<file path="config.mk">
export PLATFORM = sky130hd
export DESIGN_NAME = branch_resolver
export DESIGN_NICKNAME = d
export VERILOG_FILES = /design/src/rtl/branch_resolver.sv
export SDC_FILE = /design/constraint.sdc
export NUM_CORES = 1
export LEC_CHECK = 0
export BUFFER_PORTS_ARGS = -buffer_cell sky130_fd_sc_hd__clkbuf_2
export CAP_MARGIN = 25
export CORE_MARGIN = 2
export CORE_UTILIZATION = 35
export DETAILED_ROUTE_END_ITERATION = 6
export PLACE_DENSITY = 0.64
export SETUP_SLACK_MARGIN = 0.3
export SYNTH_ARGS = -nofsm -noshare
export SYNTH_HDL_FRONTEND = slang
export SYNTH_SLANG_ARGS = --single-unit
</file>
<file path="constraint.sdc">
create_clock -name clk -period 5.7 [get_ports clk]
set_input_delay 0.285 -clock clk [delete_from_list [all_inputs] [get_ports clk]]
set_output_delay 0.285 -clock clk [all_outputs]
set_load 0.03 [all_outputs]
</file>
<file path="src/rtl/branch_resolver.sv">
// Branch resolver for the MEMORY stage.
// Resolves BEQ/BNE against the fetch-time prediction and owns the 2-bit history
// counters. It is the only writer of the branch predictor table. On a
// misprediction it raises flush and presents both recovery addresses.
// Optional feature macro: BRANCH_STATS_EN enables the branch and mispredict counters.
// IDX_BITS must not exceed 8, because BPT_WRITE_ADDR is 8 bits wide.
module branch_resolver #(
  parameter int unsigned IDX_BITS  = 6,
  parameter logic [1:0]  RESET_CTR = 2'b01
) (
  input  logic        clk,
  input  logic        reset,
  input  logic        cache_stall,
  input  logic        br_valid,
  input  logic        br_taken,
  input  logic        br_prediction,
  input  logic [31:0] BR_PC,
  input  logic [31:0] BR_TARGET,
  output logic        flush,
  output logic        branch_result,
  output logic [31:0] RECOVER_TAKEN,
  output logic [31:0] RECOVER_NOT_TAKEN,
  output logic        bpt_write_enable,
  output logic [7:0]  BPT_WRITE_ADDR,
  output logic [32:0] BPT_DATA_IN,
  output logic [31:0] BRANCH_COUNT,
  output logic [31:0] MISPREDICT_COUNT
);

  localparam int unsigned Entries = 1 << IDX_BITS;

  typedef enum logic {StResolve, StFlush} state_t;

  state_t              state_q, state_d;
  logic [1:0]          hist_q [Entries];
  logic [IDX_BITS-1:0] idx;
  logic                accept;
  logic                mispredict;
  logic [1:0]          ctr_cur;
  logic [1:0]          ctr_next;

  assign idx        = BR_PC[IDX_BITS-1:0];
  assign accept     = br_valid & ~cache_stall & (state_q == StResolve);
  assign mispredict = br_taken ^ br_prediction;

  // Saturating update of the counter at the branch's index.
  // The history is written on the accept edge. A back-to-back branch to the
  // same index therefore reads the freshly updated value, which gives
  // read-after-write forwarding without a bypass path.
  always_comb begin
    ctr_cur  = hist_q[idx];
    ctr_next = ctr_cur;
    if (br_taken) begin
      if (ctr_cur != 2'b11) ctr_next = ctr_cur + 2'd1;
    end else begin
      if (ctr_cur != 2'b00) ctr_next = ctr_cur - 2'd1;
    end
  end

  // Next-state logic. Branches arriving while in flush are wrong-path and are ignored.
  always_comb begin
    state_d = state_q;
    unique case (state_q)
      StResolve: if (accept && mispredict) state_d = StFlush;
      StFlush:   if (!cache_stall) state_d = StResolve;
      default:   state_d = StResolve;
    endcase
  end

  // State register; flush is registered alongside it.
  always_ff @(posedge clk or posedge reset) begin
    if (reset) begin
      state_q <= StResolve;
      flush   <= 1'b0;
    end else begin
      state_q <= state_d;
      flush   <= (state_d == StFlush);
    end
  end

  // History table. All entries return to RESET_CTR on reset.
  always_ff @(posedge clk or posedge reset) begin
    if (reset) begin
      for (int k = 0; k < int'(Entries); k++) hist_q[k] <= RESET_CTR;
    end else if (accept) begin
      hist_q[idx] <= ctr_next;
    end
  end

  // Resolution outputs: the write strobe pulses per accept; the other outputs hold between accepts.
  always_ff @(posedge clk or posedge reset) begin
    if (reset) begin
      bpt_write_enable  <= 1'b0;
      BPT_WRITE_ADDR    <= '0;
      BPT_DATA_IN       <= '0;
      branch_result     <= 1'b0;
      RECOVER_TAKEN     <= '0;
      RECOVER_NOT_TAKEN <= '0;
    end else begin
      bpt_write_enable <= accept;
      if (accept) begin
        BPT_WRITE_ADDR    <= 8'(idx);
        BPT_DATA_IN       <= {BR_TARGET, ctr_next[1]};
        branch_result     <= br_taken;
        RECOVER_TAKEN     <= BR_TARGET;
        RECOVER_NOT_TAKEN <= BR_PC + 32'd4;
      end
    end
  end

`ifdef BRANCH_STATS_EN
  // Free-running statistics counters. They wrap at 2^32.
  always_ff @(posedge clk or posedge reset) begin
    if (reset) begin
      BRANCH_COUNT     <= '0;
      MISPREDICT_COUNT <= '0;
    end else if (accept) begin
      BRANCH_COUNT <= BRANCH_COUNT + 32'd1;
      if (mispredict) MISPREDICT_COUNT <= MISPREDICT_COUNT + 32'd1;
    end
  end
`else
  assign BRANCH_COUNT     = '0;
  assign MISPREDICT_COUNT = '0;
`endif

endmodule

</file>
### After elaboration in Yosys (flattened, before gate mapping)

Cells that the tools add are included.
W data, S select, Z words.

* $add $sub $neg: 3
* order comparisons: 2
* equality and inequality tests: 1
* mux-type cells: 12
* bitwise gates (word level): 6
* reduce and logical (&&, ||, !) cells: 3

Operator list (number)
* $bwmux W128: 1
* $add A32 B3 Y32 const B: 1
* $bmux W2 S6: 1
* $demux W2 S6: 1
* $mux W2: 6
* $ge A7 B7 Y1 const B: 1
* $lt A7 B1 Y1 const B: 1
* $not A6 Y7: 1
* $add A2 B1 Y2 const B: 1
* $and A1 B1 Y1: 2
* $logic_and A1 B1 Y1: 2
* $mux W1: 2
* $ne A2 B2 Y1 const B: 1
* $not A1 Y1: 2
* $pmux W1 S2: 1
* $reduce_bool A2 Y1: 1
* $sub A2 B1 Y2 const B: 1
* $xor A1 B1 Y1: 1

* bits in registers: 234
* output and inout port bits: 172
* logic and storage cells: 98

### Depth between registers and ports, before layout

* depth after elaboration: 8
* depth in mapped cells: 12
* mapped depth without buffers: 8

### Worst setup path before layout

Ideal clock, no wire load.

* path kind: input port to flip-flop
* start point: input port BR_PC[0]
* end point: register BPT_DATA_IN[0]
* setup time: 0.137 ns
* data arrival time: 2.210 ns
* data required time: 5.563 ns
* setup slack: 3.354 ns
* stages on the path: 10
* cell sequence: buf_6 mux4_2 mux2_2 nand2_1 o211ai_1 nor4b_2 maj3_2 buf_6 buf_4 a21oi_1

* word-level cells in the longest chain between the ends: 7
* elaborated cells on any way between the ends: 11
* classes of those cells: add/sub: 2; eq/ne: 1; mux: 6; bitwise: 1; reduce/logical: 1

RTL lines
* start: declaration: line 17 `input logic [31:0] BR_PC,`
* $not A6 Y7 (not written as such) (*): line 51 `ctr_cur = hist_q[idx];`
* $bmux W2 S6 (*): line 51
* $mux W2 (not written as such) (*) (2 in a row): line 51
* $sub A2 B1 Y2, or another cell as far along: line 56 `if (ctr_cur != 2'b00) ctr_next = ctr_cur - 2'd1;`
* $mux W2, on equally long branches: line 56, 54
* $mux W2 (*): line 53 `if (br_taken) begin`
* end signal: assignment: line 103 `BPT_DATA_IN <= {BR_TARGET, ctr_next[1]};`
* end: declaration: line 25 `output logic [32:0] BPT_DATA_IN,`

Mark *: on every way between the ends. The rest lies on a longest branch, timed or not. The select of a mux whose other input is x is not followed.
A chain may end at the register's enable or synchronous reset.

### Final worst setup path

* start point: input port BR_PC[1]
* end point: register hist_q[64] in the netlist's numbering

* word-level cells in the longest chain between the ends: 8
* elaborated cells on any way between the ends: 17
* classes of those cells: add/sub: 2; order compare: 2; eq/ne: 1; mux: 9; bitwise: 1; reduce/logical: 2

RTL lines
* $not A6 Y7 (not written as such) (*): line 51, 86
* $bmux W2 S6: line 51
* $mux W2 (not written as such) (2 in a row): line 51
* $sub A2 B1 Y2, or another cell as far along: line 56
* $mux W2, on equally long branches: line 56, 54
* $mux W2: line 53
* $bwmux W128 (*): line 86 `hist_q[idx] <= ctr_next;`
* end signal: indexed assignment: line 86
* end: declaration: line 35 `logic [1:0] hist_q [Entries];`

Marked as above.

==> flow_summary.ini <==
[placed_design]
hpwl_um = 18600
io_buffer_count = 175
place.gp.congestion = 0.892

[yosys]
synth.mux.area_fraction_pct = 5.59
async_flop_share_pct = 100
synthSimpleGateAreaFrac_pct = 18.1
synth-compound-area-share_pct = 11.9
synth_area_sq_um = 10100
dominantRegCellSynth = dfrtp_1
synth_cell_type_count = 54
yosys_warnings = 0
synth_fa_ha_area_share_pct = 0.347
synth_xor_area_share_pct = 2.52
ys_seq_area_share_pct = 50.4
synth_edf_count = 0
netlist_instances = 1100
synth-seq-cells = 200
synth_top_family_by_area = simple AND/OR/NAND/NOR gates
synth.avg_cell_area_sq_um = 9.17

[power]
p_int_uw = 2410
pwr-share-clk_pct = 31.2
p_seq_share_pct = 45.4
combPwrFrac_pct = 23.4
p_sw_uw = 1350
power.density_nw_per_um2 = 331
power.leakage_uw = 0.00515
swShare_pct = 35.8
ir_drop_mv = 0.224

[die]
design.die.area_sq_um = 30200
dieWidth_um = 174
initial_core_util_pct = 35.3
num_io_pins = 242
core-area_sq_um = 28500
die_h_um = 174
num_rows = 62

[critical_path]
reg2reg_slack_ns = 2.59
critPathLaunchType = input port
arrival_ns = 3.70
reg2reg_depth = 8
end_kind = flop
startpoint = BR_PC[1]
crit_fanout = 38
required_ns = 6.04
r2r-start = hist_q[21]
path_class = in2reg
reg2reg_to = hist_q[64]
endpoint = hist_q[64]

[sta]
period_needed_ns = 3.36
relSlewSlack_pct = 27.0
finClkSkew_ns = 0.0155
report.final.slew_viol_count = 0
max_freq_mhz = 298
rsz0062_at_grt = false
setup_viol = 0
setup-tns-final_ns = 0
hold_viol = 0
finalCritPeriodShare_pct = 58.9
holdWs_ns = 0.0334
worst_pin_slew_ns = 1.09

[outcome]
status = finished clean

[global_routing]
grt_pass1_wl_um = 41400
antenna_found_initial = 0
grt_max_degree = 182
grt_overflow_total = 0
grt_pass1_vias = 7424
gr-usage-all-layers_pct = 17.4

[route]
dr.pass1.iters = 5
vias = 7862
antenna_left = 0
drt_iter0_markers = 605
vias_per_cell = 4.86
wl_per_cell_um = 16.2
route.detailed.drc = 0
drt-total-wl_um = 26300

[clock_network]
ctsResizeCount = 0
clock_path_buffers = 2
clkTransAtPathRegs_ns = 0.08
htree_levels = 4
tritoncts = built
cts_root_buf = clkbuf_16
clock-sinks = 200
cts_buffers = 17
clock_latency_ns = 0.44

[flow_run]
drv_cap = 0

[finish]
drive_gt1_share_pct = 26.0
nNetsFinal = 1292
n_antenna_cell = 0
syn_to_final_growth_pct = 12.5

[hold_path]
worstHoldPathType = in2reg
==> layer usage <==
layer | vias to the layer above | track usage, % | routed length (um)
met5 | - | 0 | 0
met4 | 0 | 4.90 | 421
met3 | 34 | 4.04 | 1750
met2 | 287 | 28.9 | 12900
met1 | 3752 | 22.6 | 11200
li1 | 3789 | - | -
==> how the worst min path moves through the flow <==
stage                  startpoint           endpoint  slack, ns  cells past startpoint
detailed placement          reset  RECOVER_TAKEN[19]       0.32                      2
CTS                 BR_TARGET[22]  RECOVER_TAKEN[22]       0.02                      3
finish              BR_TARGET[30]  RECOVER_TAKEN[30]       0.03                      3
floorplan            BR_TARGET[0]   RECOVER_TAKEN[0]       0.39                      2
global route         BR_TARGET[1]   RECOVER_TAKEN[1]       0.03                      3
global placement            reset  RECOVER_TAKEN[31]       0.32                      2
==> flip-flops by register name (all words and copies together), names as in the netlist <==
register and flops:
branch_result 1, RECOVER_NOT_TAKEN 32, state_q 1, BPT_WRITE_ADDR 4, RECOVER_TAKEN 32, BPT_DATA_IN 1, bpt_write_enable 1, hist_q 128
==> per-stage QoR <==
step           utilization, %  setup WS [ns]  area [sq um]  power (uW)  std cells
2_1_floorplan               -           2.88         10300        2430       1165
3_3_place_gp             37.8           2.00         10800        2610       1585
3_5_place_dp             37.8           1.94         10800        2620       1585
4_1_cts                  39.8           2.40         11400        3800       1618
5_1_grt                  39.8           2.15         11400        3940       1618
6_report                 39.8           2.34         11400        3760       1618
==> layout make-up <==
type,instances,area [sq um]
Timing Repair Buffer,194,1030
Tap cell,384,480
Clock buffer,17,425
Multi-Input combinational cell,796,4150
Sequential cell,200,5080
Inverter,12,48.8
Clock inverter,15,136
Fill cell,2899,17200
==> power groups by stage <==
stage / combinational (uW) / sequential (uW) / clock, uW
final: 879 / 1710 / 1170
after global routing: 948 / 1730 / 1260
after CTS: 889 / 1710 / 1210
after detailed placement: 887 / 1730 / 0
after global placement: 879 / 1730 / 0
after floorplan: 536 / 1890 / 0
==> cell usage after synthesis (11+ instances only) <==
library cell	count	share of area, %
a21oi_1	24	1.2
a31oi_1	11	0.68
buf_2	12	0.60
buf_4	106	7.9
clkbuf_1	25	0.93
dfrtp_1	136	34
dfstp_2	64	17
mux2i_1	17	1.7
mux4_2	14	3.1
nand2_1	348	13
nand3_1	16	0.79
nor2_1	31	1.2
nor3_1	11	0.55
o21ai_0	33	1.6
o21ai_1	116	5.8
xnor2_1	16	1.4
xor2_1	13	1.1
==> worst max-delay path, stage by stage <==
cell,delay (ns)
clkbuf_2,0.58
buf_4,0.40
mux2_2,0.37
a32oi_1,0.17
o21ai_0,0.11
a22oi_1,0.17
nor4b_2,0.29
maj3_2,0.62
buf_4,0.50
o21ai_1,0.15
==> cells by family after synthesis <==
group	Yosys count
multiplexers	38
AO/OA/AOI/OAI	217
other	1
buffers and inverters	169
AND/OR/NAND/NOR	443
adder cells (fa/ha/maj)	3
flip-flops	200
XOR/XNOR	29
==> layout by cell type, fill, tap and decap left out, types with 16 or more instances in the layout <==
| cell | n |
|---|---|
| mux2i_1 | 17 |
| clkbuf_2 | 175 |
| o21ai_1 | 116 |
| xnor2_1 | 16 |
| conb_1 | 66 |
| dfstp_2 | 64 |
| nor2_1 | 31 |
| clkbuf_16 | 17 |
| buf_4 | 17 |
| a21oi_1 | 24 |
| o21ai_0 | 33 |
| nand2_1 | 347 |
| nand3_1 | 16 |
| dfrtp_1 | 136 |
==> repair_timing <==
item | in CTS | in global routing
setup endpoints to repair | 0 | 0
hold buffers | 1 | 0
setup buffers | 0 | 0
hold endpoints to repair | 19 | 0
Note: power is estimated with default switching activity, not from simulation.
